==> config.mk <==
export PLATFORM = sky130hd
export DESIGN_NAME = check_top
export DESIGN_NICKNAME = d
export VERILOG_FILES = /design/src/rtl/check_top.sv
export SDC_FILE = /design/constraint.sdc
export NUM_CORES = 1
export LEC_CHECK = 0
export ABC_AREA = 1
export CORE_AREA = 5 5 42 44
export DETAILED_ROUTE_END_ITERATION = 10
export DIE_AREA = 0 0 47 49
export SYNTH_ARGS = -nofsm -noshare
export SYNTH_HDL_FRONTEND = slang
export SYNTH_SLANG_ARGS = --single-unit
==> constraint.sdc <==
create_clock -name clock -period 0.8 [get_ports clock]
set_input_delay 0.24 -clock clock [delete_from_list [all_inputs] [get_ports clock]]
set_output_delay 0.24 -clock clock [all_outputs]
set_load 0.05 [all_outputs]
==> src/rtl/check_top.sv <==
// Three single-bit capture stages sharing one clock, enable and reset scheme:
// a plain enabled flop, a 2-deep clearable pipeline and an inverting presettable flop.
module check_top (
  input  logic clock,
  input  logic reset0,
  input  logic reset1,
  input  logic clock_en,
  input  logic in,
  output logic out0,
  output logic out1,
  output logic out2
);

  logic b1;

  // Stage A: enabled capture, deliberately blind to the functional clear.
  // NOTE: sequential state is always assigned with <= so every flop samples
  // pre-edge values and the b1 -> out1 shift cannot collapse into one stage.
  always_ff @(posedge clock or negedge reset0) begin
    if (!reset0) begin
      out0 <= 1'b0;
    end else if (clock_en) begin
      out0 <= in;
    end
  end

  // Stage B: reset0 and reset1 both force the pipeline to zero.
  always_ff @(posedge clock or negedge reset0) begin
    if (!reset0) begin
      b1   <= 1'b0;
      out1 <= 1'b0;
    end else if (reset1) begin
      b1   <= 1'b0;
      out1 <= 1'b0;
    end else if (clock_en) begin
      b1   <= in;
      out1 <= b1;
    end
  end

  // Stage C: idles high, so both resets preset it to 1.
  always_ff @(posedge clock or negedge reset0) begin
    if (!reset0) begin
      out2 <= 1'b1;
    end else if (reset1) begin
      out2 <= 1'b1;
    end else if (clock_en) begin
      out2 <= ~in;
    end
  end

endmodule

==> results of run 1 <==
kinds of logic after synthesis:
kind of cell,count (synthesis),share of synthesized area [%]
and+or+nand+nor,11,27.69
AOI/OAI and AO/OA,1,3.074
DFF,4,62.31
buffers and inverters,3,6.923
metal layers:
layer,vias to the layer above,GRT usage (%)
met2,7,3.846
met1,62,3.769
met5,-,0
met4,0,4.147
met3,0,3.690
li1,79,-
layout make-up:
| type | count | area, um2 |
|---|---|---|
| clock buffer | 4 | 26.28 |
| fill | 168 | 1089 |
| sequential | 4 | 103.9 |
| tap | 16 | 20.02 |
| multi-input combinational | 12 | 50.05 |
| timing repair buffer | 7 | 101.3 |
| inverter | 3 | 11.26 |
how the worst min path moves through the flow:
stage                     slack, ns  startpoint  to  depth (start not counted)
after global routing           0.22      reset0  b1                          1
final                          0.22      reset0  b1                          1
after detailed placement       0.46      reset0  b1                          1
after floorplan               -0.06      reset0  b1                          0
after CTS                      0.21      reset0  b1                          1
after global placement         0.46      reset0  b1                          1
repair_timing:
action                     in CTS  in global routing
resized for setup               1                  2
setup endpoints to repair       7                  5
hold endpoints to repair        0                  0
flip-flops by register name (all words and copies together), names as in the netlist:
| register | count |
|---|---|
| out1 | 1 |
| out2 | 1 |
| b1 | 1 |
| out0 | 1 |
metrics by stage:
step	total power, mW	hold slack [ns]	std cells
floorplan	0.2809	-0.05559	19
global placement	0.3567	0.4583	42
detailed placement	0.3569	0.4616	42
CTS	0.6368	0.2101	46
global route	0.6557	0.2177	46
finish	0.6182	0.2170	46
cell usage in the layout (no fill, tap or decap):
cell	count
dfstp_2	1
o21ai_1	1
nand2_1	7
clkdlybuf4s50_1	2
nand3_1	3
dlymetal6s2s_1	1
clkbuf_1	1
inv_1	1
inv_2	2
dfrtp_2	2
dfrtp_1	1
dlygate4sd2_1	1
nor2_1	1
clkbuf_4	3
buf_12	3
power breakdown:
group | internal [mW] | leakage, nW | switching [mW] | total (mW)
combinational | 0.0593 | 0.0960 | 0.0606 | 0.120
clock | 0.187 | 0.0150 | 0.0801 | 0.267
sequential | 0.220 | 0.0470 | 0.0113 | 0.231
total | 0.466 | 0.158 | 0.152 | 0.618
==> flow_metrics.py, run 1 <==
metrics = {
    "timing": {
        "tns_ns": -0.8181,
        "rsz0062_at_grt": "yes",
        "period_share_pct": 143.1,
        "post-route-min-period_ns": 1.145,
        "fin_skew_ns": 0.00001608,
        "final_hold_viol_count": 0,
        "slew_headroom_pct": 86.50,
        "worst_pin_slew_ns": 0.2018,
        "worst_slack_ns": -0.3451,
        "fmax_ghz": 0.8733,
        "setup_viol": 3,
        "maxSlewViolCount": 0,
    },
    "critical_path": {
        "cp-end-kind": "output pin",
        "critPathLaunchType": "register",
        "required_ns": 0.56,
        "path_depth": 1,
        "cp_data_arrival_time_ns": 0.91,
        "crit_family": "flip-flops",
        "r2r_cells": 2,
        "path_buf_inv": 1,
        "worst-r2r-setup-slack_ns": 0.09,
        "critPathMaxStageDelay_ns": 0.54,
        "crit_type": "reg2out",
        "crit_path_start": "out2",
        "reg2reg_to": "out2",
        "worst_path_max_delay_cell": "dfstp_2",
        "r2r_start": "out2",
        "endpoint": "out2",
        "critPathMaxFanout": 2,
        "cp_cell_sequence": "buf_12",
    },
    "drt": {
        "routedWlPerCell_um": 7.652,
        "ant_nets": 0,
        "dr.pass1.iters": 4,
        "top_layer_used": "met3",
        "drt-met1-wl_um": 124,
        "drc": 0,
        "route.vias.total": 148,
        "initialDrtViolationCount": 1,
        "routed_wl_um": 352,
        "drt-vias-per-instance": 3.217,
        "wl_met2_um": 147,
        "route.met3.wl_um": 80,
    },
    "yosys": {
        "synth_ff_type": "dfrtp_1",
        "yosysTopAreaCell": "dfrtp_1",
        "synthArstFlopShare_pct": 100.0,
        "synth_most_common_cell": "nand2_1",
        "synth_commonest_cells": "nand2_1, dfrtp_1, nand3_1",
        "synth_nets": 24,
        "ys_ff_latch": 4,
        "synth_edf_count": 0,
        "synthCells": 19,
        "syn_avg_cell_area_um2": 8.561,
        "yosysWarnings": 0,
        "syn-cell-area_um2": 162.7,
        "synth_top_area_share_pct": 46.15,
        "ys_seq_area_share_pct": 62.31,
        "synthTopCellsByArea": "dfrtp_1, dfstp_2, nand2_1, nand3_1, inv_1",
        "ys_types": 8,
    },
    "clock_tree": {
        "clock_sinks": 4,
        "numCtsBuffers": 3,
        "cts_buffer_depth": 2,
        "clk_pin_slew_ns": 0.04,
        "postCtsSetupBuffers": 0,
        "clock_latency_ns": 0.23,
        "cts_tree": "yes",
        "htree_levels": 1,
        "cts-root-buf": "clkbuf_4",
        "cts_hold_buffers": 0,
    },
    "job": {
        "drv_cap": 0,
    },
    "floorplan": {
        "dieArea_mm2": 0.002303,
        "pin_count": 8,
        "start_util_pct": 11.61,
        "core_area_mm2": 0.001401,
        "die_w_um": 47,
        "die_y_um": 49,
        "num_rows": 14,
    },
    "pwr": {
        "powerDensity_mw_per_mm2": 1976,
        "p_leak_nw": 0.1580,
        "vdd_drop_max_mv": 0.3696,
    },
    "global_route": {
        "antenna_found_initial": 0,
        "grt_max_degree": 6,
        "grt_pass1_wl_um": 538,
        "gr-usage-all-layers_pct": 3.743,
        "grt_pass1_vias": 154,
        "grt_overflow": 0,
    },
    "final_layout": {
        "drive_gt1_share_pct": 36.67,
        "utilization_pct": 22.32,
        "nets": 36,
        "area_growth_pct": 92.31,
        "final_cell_area_um2": 312.8,
        "antenna_cells": 0,
    },
    "place": {
        "place_area_um2": 285.3,
        "place_congestion": 0.7344,
        "pre_cts_ws_ns": -0.3137,
        "hpwl_um": 306.3,
        "io_buffer_count": 7,
    },
    "worst_hold_path": {
        "hold_path.class": "in2async",
    },
    "status": {
        "status": "complete, but fails checks",
        "violations": "negative setup slack",
    },
}
Power figures use the tool's default switching activity.
==> inputs of run 2 (changes only) <==
--- a/config.mk
+++ b/config.mk
@@ -6,9 +6,12 @@
 export NUM_CORES = 1
 export LEC_CHECK = 0
 export ABC_AREA = 1
+export CAP_MARGIN = 5
 export CORE_AREA = 5 5 42 44
 export DETAILED_ROUTE_END_ITERATION = 10
 export DIE_AREA = 0 0 47 49
+export PLACE_DENSITY_LB_ADDON = 0.2
+export SLEW_MARGIN = 20
 export SYNTH_ARGS = -nofsm -noshare
 export SYNTH_HDL_FRONTEND = slang
 export SYNTH_SLANG_ARGS = --single-unit
==> run 2 against run 1 <==
Compared with the run above: the run still ends with negative setup slack left; core utilization up 0.18 points; via count up 12%; combinational power about the same; routed wire length up 6.8%; critical path depth unchanged; critical endpoint unchanged; largest cell class unchanged.
==> flow_metrics.py, run 2 (same netlist as run 1, synthesis figures left out) <==
metrics = {
    "status": {
        "status": "complete, but fails checks",
        "violations": "negative setup slack",
    },
    "pwr": {
        "power_frac_clock_pct": 44.7,
        "power.share.combinational_pct": 19.0,
        "vdd_drop_max_mv": 1.171,
        "p_sw_mw": 0.1703,
        "p_leak_nw": 0.1580,
        "seq_power_share_pct": 36.3,
        "powerDensity_mw_per_mm2": 2023,
        "internal_power_mw": 0.4674,
        "swShare_pct": 26.70,
        "power_mw": 0.6377,
    },
    "worst_hold_path": {
        "hold_path.class": "in2async",
    },
    "drt": {
        "drc": 0,
        "dr.pass1.iters": 2,
        "routed_wl_um": 376,
        "drt-vias-per-instance": 3.609,
        "initialDrtViolationCount": 2,
        "route.vias.total": 166,
        "routedWlPerCell_um": 8.174,
        "ant_nets": 0,
    },
    "timing": {
        "worst_slack_ns": -0.3622,
        "slew_headroom_pct": 86.66,
        "post-route-min-period_ns": 1.162,
        "fmax_ghz": 0.8605,
        "final_hold_viol_count": 0,
        "worst_pin_slew_ns": 0.2001,
        "fin_hold_ws_ns": 0.2033,
        "rsz0062_at_grt": "yes",
        "maxSlewViolCount": 0,
        "tns_ns": -0.8549,
        "fin_skew_ns": 0.00009512,
        "period_share_pct": 145.3,
        "setup_viol": 3,
    },
    "global_route": {
        "grt_max_degree": 6,
        "gr-usage-all-layers_pct": 4.099,
        "grt_overflow": 0,
        "grt_pass1_vias": 142,
        "antenna_found_initial": 0,
        "grt_pass1_wl_um": 607,
    },
    "critical_path": {
        "cp_data_arrival_time_ns": 0.92,
        "cp-end-kind": "output pin",
        "crit_family": "flip-flops",
        "critPathMaxFanout": 2,
        "required_ns": 0.56,
        "worst_path_max_delay_cell": "dfstp_2",
        "crit_type": "reg2out",
        "cp_cell_sequence": "buf_12",
        "path_buf_inv": 1,
        "critPathMaxStageDelay_ns": 0.55,
        "critPathLaunchType": "register",
    },
    "clock_tree": {
        "cts_hold_buffers": 0,
        "cts_buffer_depth": 2,
        "cts-root-buf": "clkbuf_4",
        "clk_pin_slew_ns": 0.04,
        "clock_sinks": 4,
        "cts_tree": "yes",
        "postCtsSetupBuffers": 0,
        "htree_levels": 1,
        "numCtsBuffers": 3,
        "clock_latency_ns": 0.24,
    },
    "place": {
        "place_area_um2": 285.3,
        "io_buffer_count": 7,
        "place_congestion": 0.5893,
    },
    "floorplan": {
        "die_y_um": 49,
        "num_rows": 14,
        "start_util_pct": 11.61,
        "pin_count": 8,
        "core_area_mm2": 0.001401,
        "die_w_um": 47,
        "dieArea_mm2": 0.002303,
    },
    "final_layout": {
        "drive_gt1_share_pct": 40.00,
        "final_cell_area_um2": 315.3,
        "area_growth_pct": 93.85,
        "utilization_pct": 22.50,
        "final_common_cell": "nand2_1",
        "antenna_cells": 0,
        "nFillCells": 163,
        "nets": 36,
        "mostFrequentLayoutCells": "nand2_1, nand3_1, clkbuf_4, buf_12",
    },
    "job": {
        "drv_cap": 0,
    },
}
==> run 2: cell counts in the layout (fill, tap and decap cells not counted) <==
Identical to the previous run, type by type.
==> run 2: cell type report <==
cell class	instances	area, um2	area share [%]
Tap cell	16	20.02	6.349
Timing Repair Buffer	7	101.3	32.14
Multi-Input combinational cell	12	52.55	16.67
Inverter	3	11.26	3.571
Clock buffer	4	26.28	8.333
Sequential cell	4	103.9	32.94
==> run 2: layer usage <==
| metal | wire length [um] | vias to the layer above | global-route usage, % |
|---|---|---|---|
| met1 | 173 | 75 | 4.889 |
| met2 | 128 | 11 | 3.846 |
| li1 | - | 80 | - |
| met5 | 0 | - | 0 |
| met3 | 74 | 0 | 7.011 |
| met4 | 0 | 0 | 0 |
==> run 2: timing repair <==
item | CTS | global route
endpoints found under the setup margin | 7 | 4
endpoints found under the hold margin | 0 | 0
gates resized for setup | 1 | 3
==> run 2: power by group through the flow <==
stage / Sequential (mW) / Combinational, mW / Clock (mW)
global route: 0.233 / 0.129 / 0.314
detailed placement: 0.234 / 0.123 / 0
floorplan: 0.263 / 0.0183 / 0
CTS: 0.232 / 0.121 / 0.298
finish: 0.231 / 0.121 / 0.285
global placement: 0.234 / 0.123 / 0
==> run 2: path summary, 6_finish.rpt <==
path / cells after the start / endpoint / slack [ns] / from
worst min register to register: 2 / b1 / 0.47 / b1
min in group clock: 3 / out2 / 0.31 / reset1
worst max-delay path: 1 / out2 / -0.36 / out2
worst min-delay path: 1 / b1 / 0.20 / reset0
max in group asynchronous: 1 / out2 / 0.35 / reset0
worst max register to register: 2 / out2 / 0.08 / out2
==> run 2: through the flow <==
step / setup WS (ns) / instances
floorplan: -0.1035 / 19
global placement: -0.3016 / 42
detailed placement: -0.3182 / 42
CTS: -0.3721 / 46
global route: -0.3882 / 46
finish: -0.3622 / 46
